[src/rtl/if3_predecode_redirect_if.sv]
// IF3 predecode bus: fetch group and NLP prediction in, redirect/kill and NLP training out.
interface if3_predecode_redirect_if;
  logic        flush;
  logic        pause;
  logic        grp_valid;
  logic [31:0] grp_pc;
  logic [31:0] inst0;
  logic [31:0] inst1;
  logic        nlp_taken0;
  logic        nlp_taken1;
  logic [31:0] nlp_target0;
  logic [31:0] nlp_target1;
  logic        redirect;
  logic [31:0] redirectPC;
  logic        kill1;
  logic        wait_ds;
  logic        nlp_upd_valid;
  logic [31:0] nlp_upd_pc;
  logic [31:0] nlp_upd_target;
  logic        nlp_upd_taken;

  modport master (
    output flush, pause, grp_valid, grp_pc, inst0, inst1,
    output nlp_taken0, nlp_taken1, nlp_target0, nlp_target1,
    input  redirect, redirectPC, kill1, wait_ds,
    input  nlp_upd_valid, nlp_upd_pc, nlp_upd_target, nlp_upd_taken
  );

  modport slave (
    input  flush, pause, grp_valid, grp_pc, inst0, inst1,
    input  nlp_taken0, nlp_taken1, nlp_target0, nlp_target1,
    output redirect, redirectPC, kill1, wait_ds,
    output nlp_upd_valid, nlp_upd_pc, nlp_upd_target, nlp_upd_taken
  );
endinterface

[src/rtl/if3_predecode_redirect.sv]
// IF3 predecoder: checks a two-slot fetch group against NLP predictions, redirects IF0
// (respecting the MIPS delay slot) and emits a one-cycle NLP training pulse.
module if3_predecode_redirect #(
  parameter bit FIX_COND_TARGET = 1'b1,
  parameter bit FIX_J_MISS      = 1'b1
) (
  input logic                     clk,
  input logic                     rst,
  if3_predecode_redirect_if.slave bus
);

  typedef enum logic [0:0] {StIdle, StWaitDs} state_e;

  typedef struct packed {
    logic        ctrl;
    logic        fp;
    logic        err;
    logic [31:0] tgt;
  } slot_t;

  function automatic slot_t eval_slot(input logic [31:0] inst, input logic [31:0] pc,
                                      input logic [31:0] fall, input logic [31:0] nlp_tgt,
                                      input logic nlp_tk);
    slot_t       s;
    logic [5:0]  op;
    logic [31:0] pc4, t;
    logic        is_j, is_cond, is_ind, fix_j, fix_c;
    op      = inst[31:26];
    pc4     = pc + 32'd4;
    is_j    = (op == 6'h02) || (op == 6'h03);
    // REGIMM only counts as a branch for rt = 0..3
    is_cond = (op[5:2] == 4'h1) || ((op == 6'h01) && (inst[20:18] == 3'b000));
    is_ind  = (op == 6'h00) && (inst[5:1] == 5'b00100);
    t       = is_j ? {pc4[31:28], inst[25:0], 2'b00}
                   : pc4 + {{14{inst[15]}}, inst[15:0], 2'b00};
    fix_j   = is_j && ((!nlp_tk && FIX_J_MISS) || (nlp_tk && (nlp_tgt != t)));
    fix_c   = is_cond && nlp_tk && FIX_COND_TARGET && (nlp_tgt != t);
    s.ctrl  = is_j || is_cond || is_ind;
    s.fp    = !s.ctrl && nlp_tk;
    s.err   = s.fp || fix_j || fix_c;
    s.tgt   = s.fp ? fall : t;
    return s;
  endfunction

  state_e      state_q, state_d;
  logic [31:0] ds_target_q, ds_target_d;
  logic        upd_valid_q, upd_valid_d;
  logic [31:0] upd_pc_q, upd_pc_d;
  logic [31:0] upd_target_q, upd_target_d;
  logic        upd_taken_q, upd_taken_d;

  logic        acc;
  logic [31:0] pc0, pc1, fall;
  slot_t       s0, s1;
  logic        take0, take1;

  assign acc  = bus.grp_valid && !bus.pause && !bus.flush && !rst;
  assign pc0  = {bus.grp_pc[31:3], 3'b000};
  assign pc1  = {bus.grp_pc[31:3], 3'b100};
  assign fall = pc0 + 32'd8;
  assign s0   = eval_slot(bus.inst0, pc0, fall, bus.nlp_target0, bus.nlp_taken0);
  assign s1   = eval_slot(bus.inst1, pc1, fall, bus.nlp_target1, bus.nlp_taken1);

  // Slot1 is skipped when slot0 errs or is a clean control op (slot1 is then its delay slot)
  assign take0 = !bus.grp_pc[2] && s0.err;
  assign take1 = (bus.grp_pc[2] || (!s0.err && !s0.ctrl)) && s1.err;

  always_ff @(posedge clk) begin
    if (rst) begin
      state_q      <= StIdle;
      ds_target_q  <= '0;
      upd_valid_q  <= 1'b0;
      upd_pc_q     <= '0;
      upd_target_q <= '0;
      upd_taken_q  <= 1'b0;
    end else begin
      state_q      <= state_d;
      ds_target_q  <= ds_target_d;
      upd_valid_q  <= upd_valid_d;
      upd_pc_q     <= upd_pc_d;
      upd_target_q <= upd_target_d;
      upd_taken_q  <= upd_taken_d;
    end
  end

  always_comb begin
    state_d      = state_q;
    ds_target_d  = ds_target_q;
    upd_valid_d  = 1'b0;
    upd_pc_d     = '0;
    upd_target_d = '0;
    upd_taken_d  = 1'b0;
    if (bus.flush) begin
      state_d     = StIdle;
      ds_target_d = '0;
    end else if (acc) begin
      unique case (state_q)
        StIdle: begin
          if (take1 && !s1.fp) begin
            state_d     = StWaitDs;
            ds_target_d = s1.tgt;
          end
          if (take0 || take1) begin
            upd_valid_d  = 1'b1;
            upd_pc_d     = take0 ? pc0 : pc1;
            upd_target_d = take0 ? s0.tgt : s1.tgt;
            upd_taken_d  = take0 ? !s0.fp : !s1.fp;
          end
        end
        StWaitDs: state_d = StIdle;
        default:  state_d = StIdle;
      endcase
    end
  end

  always_comb begin
    bus.redirect   = 1'b0;
    bus.redirectPC = '0;
    bus.kill1      = 1'b0;
    if (acc) begin
      if (state_q == StWaitDs) begin
        bus.redirect   = 1'b1;
        bus.redirectPC = ds_target_q;
        bus.kill1      = 1'b1;
      end else if (take0) begin
        bus.redirect   = 1'b1;
        bus.redirectPC = s0.tgt;
      end else if (take1 && s1.fp) begin
        bus.redirect   = 1'b1;
        bus.redirectPC = fall;
      end
    end
  end

  assign bus.wait_ds        = (state_q == StWaitDs);
  assign bus.nlp_upd_valid  = upd_valid_q;
  assign bus.nlp_upd_pc     = upd_pc_q;
  assign bus.nlp_upd_target = upd_target_q;
  assign bus.nlp_upd_taken  = upd_taken_q;

endmodule
[src/flat_wrapper.sv]
// flat-port wrapper written by rule: the top's interface ports become plain ports
module if3_predecode_redirect_flat 
#(
  parameter bit FIX_COND_TARGET = 1'b1,
  parameter bit FIX_J_MISS      = 1'b1
)
  (clk, rst, bus_flush, bus_pause, bus_grp_valid, bus_grp_pc, bus_inst0, bus_inst1, bus_nlp_taken0, bus_nlp_taken1, bus_nlp_target0, bus_nlp_target1, bus_redirect, bus_redirectPC, bus_kill1, bus_wait_ds, bus_nlp_upd_valid, bus_nlp_upd_pc, bus_nlp_upd_target, bus_nlp_upd_taken);
  if3_predecode_redirect_if bus_i ();
  input logic clk;
  input logic rst;
  input wire logic [$bits(bus_i.flush)-1:0] bus_flush;
  input wire logic [$bits(bus_i.pause)-1:0] bus_pause;
  input wire logic [$bits(bus_i.grp_valid)-1:0] bus_grp_valid;
  input wire logic [$bits(bus_i.grp_pc)-1:0] bus_grp_pc;
  input wire logic [$bits(bus_i.inst0)-1:0] bus_inst0;
  input wire logic [$bits(bus_i.inst1)-1:0] bus_inst1;
  input wire logic [$bits(bus_i.nlp_taken0)-1:0] bus_nlp_taken0;
  input wire logic [$bits(bus_i.nlp_taken1)-1:0] bus_nlp_taken1;
  input wire logic [$bits(bus_i.nlp_target0)-1:0] bus_nlp_target0;
  input wire logic [$bits(bus_i.nlp_target1)-1:0] bus_nlp_target1;
  output wire logic [$bits(bus_i.redirect)-1:0] bus_redirect;
  output wire logic [$bits(bus_i.redirectPC)-1:0] bus_redirectPC;
  output wire logic [$bits(bus_i.kill1)-1:0] bus_kill1;
  output wire logic [$bits(bus_i.wait_ds)-1:0] bus_wait_ds;
  output wire logic [$bits(bus_i.nlp_upd_valid)-1:0] bus_nlp_upd_valid;
  output wire logic [$bits(bus_i.nlp_upd_pc)-1:0] bus_nlp_upd_pc;
  output wire logic [$bits(bus_i.nlp_upd_target)-1:0] bus_nlp_upd_target;
  output wire logic [$bits(bus_i.nlp_upd_taken)-1:0] bus_nlp_upd_taken;
  assign bus_i.flush = bus_flush;
  assign bus_i.pause = bus_pause;
  assign bus_i.grp_valid = bus_grp_valid;
  assign bus_i.grp_pc = bus_grp_pc;
  assign bus_i.inst0 = bus_inst0;
  assign bus_i.inst1 = bus_inst1;
  assign bus_i.nlp_taken0 = bus_nlp_taken0;
  assign bus_i.nlp_taken1 = bus_nlp_taken1;
  assign bus_i.nlp_target0 = bus_nlp_target0;
  assign bus_i.nlp_target1 = bus_nlp_target1;
  assign bus_redirect = bus_i.redirect;
  assign bus_redirectPC = bus_i.redirectPC;
  assign bus_kill1 = bus_i.kill1;
  assign bus_wait_ds = bus_i.wait_ds;
  assign bus_nlp_upd_valid = bus_i.nlp_upd_valid;
  assign bus_nlp_upd_pc = bus_i.nlp_upd_pc;
  assign bus_nlp_upd_target = bus_i.nlp_upd_target;
  assign bus_nlp_upd_taken = bus_i.nlp_upd_taken;
  if3_predecode_redirect #(.FIX_COND_TARGET(FIX_COND_TARGET), .FIX_J_MISS(FIX_J_MISS)) u_core (.clk(clk), .rst(rst), .bus(bus_i));
endmodule
[config.mk]
export PLATFORM = sky130hd
export DESIGN_NAME = if3_predecode_redirect_flat
export DESIGN_NICKNAME = d
export VERILOG_FILES = /design/src/rtl/if3_predecode_redirect_if.sv /design/src/rtl/if3_predecode_redirect.sv /design/src/flat_wrapper.sv
export SDC_FILE = /design/constraint.sdc
export NUM_CORES = 1
export LEC_CHECK = 0
export BUFFER_PORTS_ARGS = -buffer_cell sky130_fd_sc_hd__buf_2
export CAP_MARGIN = 10
export CORE_MARGIN = 2
export CORE_UTILIZATION = 40
export CTS_CLUSTER_DIAMETER = 40
export DETAILED_ROUTE_END_ITERATION = 10
export GPL_TIMING_DRIVEN = 0
export SLEW_MARGIN = 5
export SYNTH_ARGS = -nofsm -noshare
export SYNTH_HDL_FRONTEND = slang
export SYNTH_SLANG_ARGS = --single-unit
[constraint.sdc]
create_clock -name clk -period 6.8 [get_ports clk]
set_clock_uncertainty 0.15 [all_clocks]
set_input_delay 0.34 -clock clk [delete_from_list [all_inputs] [get_ports clk]]
set_output_delay 0.34 -clock clk [all_outputs]
set_load 0.02 [all_outputs]
==> impl_metrics.csv <==
group,metric,value,unit
pwr,max-vdd-ir-drop,0.114,mV
clock_network,cts.clk_slew.worst_paths,0.06,ns
synth,synth_cell_types,99,
placement,place.gp.congestion,0.995,
job,drv_cap,0,
clock_network,hold_buffers,0,
clock_network,cts_max_level,3,
drt,via_per_inst,6.36,
placement,numPortBuffers,257,
setup_path,rr_worst_depth,7,
floorplan,die_w,180,um
floorplan,coreArea,30500,um^2
synth,synth_area,12400,um^2
placement,dpl.hpwl,49.3,mm
synth,yosysSeqAreaShare,15.0,%
timing,min_period,6.62,ns
clock_network,cts_buffer_depth,2,
timing,relSlewSlack,23.7,%
worst_hold_path,worstHoldStart,"bus_grp_pc[4]",
clock_network,cts_tree,"built",
setup_path,crit_start,"bus_grp_pc[3]",
floorplan,dieArea,32400,um^2
pwr,leakagePower,5.97,nW
timing,fin_setup_tns,0,ns
finish,num_antenna_cells,0,
setup_path,worst_ep_required_time,6.84,ns
timing,setup_viol,0,
synth,syn_inst,1735,
synth,synth_warnings,0,
finish,final_cell_mix,"buf_2 (286), a21oi_1 (215), nand2_1 (143), nor2_1 (113), dfxtp_1 (93)",
timing,period_share,97.4,%
finish,final-seq-area,1860,um^2
grt,grt_usage,34.9,%
drt,post_drt_wl_per_cell,24.6,um
synth,synthFlopType,"dfxtp_1",
synth,synth_enable_flop_cells,0,
worst_hold_path,holdPathStages,3,
drt,detail-route-antenna-nets,0,
grt,grt_pass1_vias,14659,
synth,synth.avg_cell_area,7.14,um^2
timing,whs,0.124,ns
setup_path,r2r_start,"u_core.bus.wait_ds",
finish,multiInputGateArea,9620,um^2
timing,drv_slew,0,
setup_path,crit_arrival,6.66,ns
drt,routed_wl,59.2,mm
grt,grt_pass1_wl,87.6,mm
finish,drive_gt1_share,19.8,%
clock_network,clk_latency,0.36,ns
synth,synth-seq-cells,93,
setup_path,critPathLaunchType,"input pin",
timing,worst_pin_slew,1.14,ns
timing,fmax,151,MHz
pwr,powerDensity,148,nW/um^2
worst_hold_path,hp-class,"input pin to flop",
finish,final_common_cell,"buf_2",
timing,rsz0062_at_grt,"false",
clock_network,cts_sinks,93,
floorplan,ioPinCount,268,
finish,num-nets-final,2240,
drt,drt_iter0_markers,1690,
setup_path,critPathCaptureType,"flop",
synth,async_flop_share,0,%
setup_path,critPathKind,"input pin to flop",
timing,hold_violations,0,
grt,grt_overflow,0,
setup_path,critPathMaxFanout,10,
clock_network,postCtsSetupBuffers,0,
finish,num-fill-cells,3218,
drt,drc,0,
floorplan,num_rows,64,
grt,grt_max_degree,20,
status,outcome,"finished, final reports clean",
grt,antenna_found_initial,0,
finish,area_delta_synth_final,16.9,%
floorplan,die_h,180,um
floorplan,start_util,40.6,%
clock_network,cts_inserted_buffers,9,
clock_network,cts_root_buf,"clkbuf_16",
setup_path,ff2ff_setup_slack,3.98,ns
drt,dr.pass1.iters,6,
drt,vias,15332,
[synthesized netlist by cell type (13+ instances only)]
master      n  share of area (%)
a21oi_1   215                8.7
nand2_1   143                4.3
nor2_1    113                3.4
dfxtp_1    93                 15
o21ai_0    91                3.7
clkbuf_1   81                2.5
inv_1      73                2.2
xnor2_1    64                4.5
ha_1       63                6.4
nand4_1    57                2.9
nand3_1    55                2.2
o211ai_1   52                3.2
a211oi_1   46                2.8
xor2_1     40                2.8
nor3_1     37                1.5
a221oi_2   29                3.5
buf_2      29                1.2
nor4_1     28                1.4
or3_1      26                1.3
o21ai_1    25                1.0
and3_1     22                1.1
mux2i_1    22                1.8
a31oi_1    20                1.0
o21a_1     17                1.0
nor2b_1    15               0.76
buf_4      13               0.79
[what timing repair did]
action / 4_1_cts / 5_1_grt
endpoints found under the hold margin: 0 / 0
gates resized for setup: 0 / 3
setup endpoints to repair: 0 / 60
[final timing paths]
kind | to
max | u_core.bus.nlp_upd_target[13]
min | u_core.bus.nlp_upd_pc[4]
max reg2reg | u_core.ds_target_q[28]
min reg2reg | u_core.ds_target_q[29]
[per-layer routing]
metal	vias up	track usage (%)	routed length, um
met5	-	0	0
met4	0	17.0	2810
met3	154	3.83	4450
met2	824	61.0	28500
met1	7237	42.6	23400
li1	7117	-	-
[cells by family (layout without fill, tap and decap cells)]
family          Yosys count  in the layout  share of synthesized area [%]
xor+xnor                109            109                           8.21
fa+ha+maj                65             65                           6.69
flops                    93             93                           15.0
mux                      27             27                           2.23
compound gates          648            648                           36.1
other cells               1              6                         0.0303
buf+inv                 214            487                           7.61
simple gates            578            578                           24.1
[report_power, final]
| group | switching, mW | total (mW) | leakage, nW | internal [mW] |
|---|---|---|---|---|
| sequential | 0.00225 | 0.552 | 0.750 | 0.550 |
| combinational | 0.716 | 1.11 | 5.09 | 0.391 |
| clock | 0.233 | 0.491 | 0.128 | 0.258 |
[through the flow]
step	total power, mW	area, um^2	std cells	worst slack, ns	utilization, %
floorplan	1.28	12400	1740	2.09	-
global placement	1.63	14200	2393	0.0157	46.5
detailed placement	1.63	14200	2393	0.0470	46.5
CTS	2.12	14500	2409	0.403	47.4
global route	2.25	14500	2409	0.148	47.5
finish	2.15	14500	2409	0.179	47.5
[sequential cells by signal, indices dropped and copies added (netlist names)]
name and cells:
u_core.bus.nlp_upd_pc 30, u_core.bus.nlp_upd_taken 1, u_core.bus.nlp_upd_target 30, u_core.bus.nlp_upd_valid 1
u_core.bus.wait_ds 1, u_core.ds_target_q 30
[critical path, stage by stage]
cell	delay, ns
buf_2	0.21
ha_1	0.25
nand2_1	0.09
nor2_1	0.40
and4_1	0.37
nand2_1	0.09
xnor2_1	0.57
ha_1	0.35
buf_2	0.18
a21oi_1	0.20
o21ai_0	0.25
a2111oi_0	0.65
o211a_1	0.34
o31ai_2	0.11
xor2_1	0.24
or4b_1	0.47
a32oi_1	0.39
nand4_2	0.33
nand2_2	0.40
buf_4	0.29
a221oi_2	0.12
[area by class of cell]
type                       instances  area share, %
buffer                           140           4.59
clock buffer                      11           1.68
multi-input combinational       1433           66.4
sequential                        93           12.9
inverter                          74           1.92
clock inverter                     5          0.250
tap                              396           3.42
timing repair buffer             257           8.88
(Power assumes the default switching activity.)
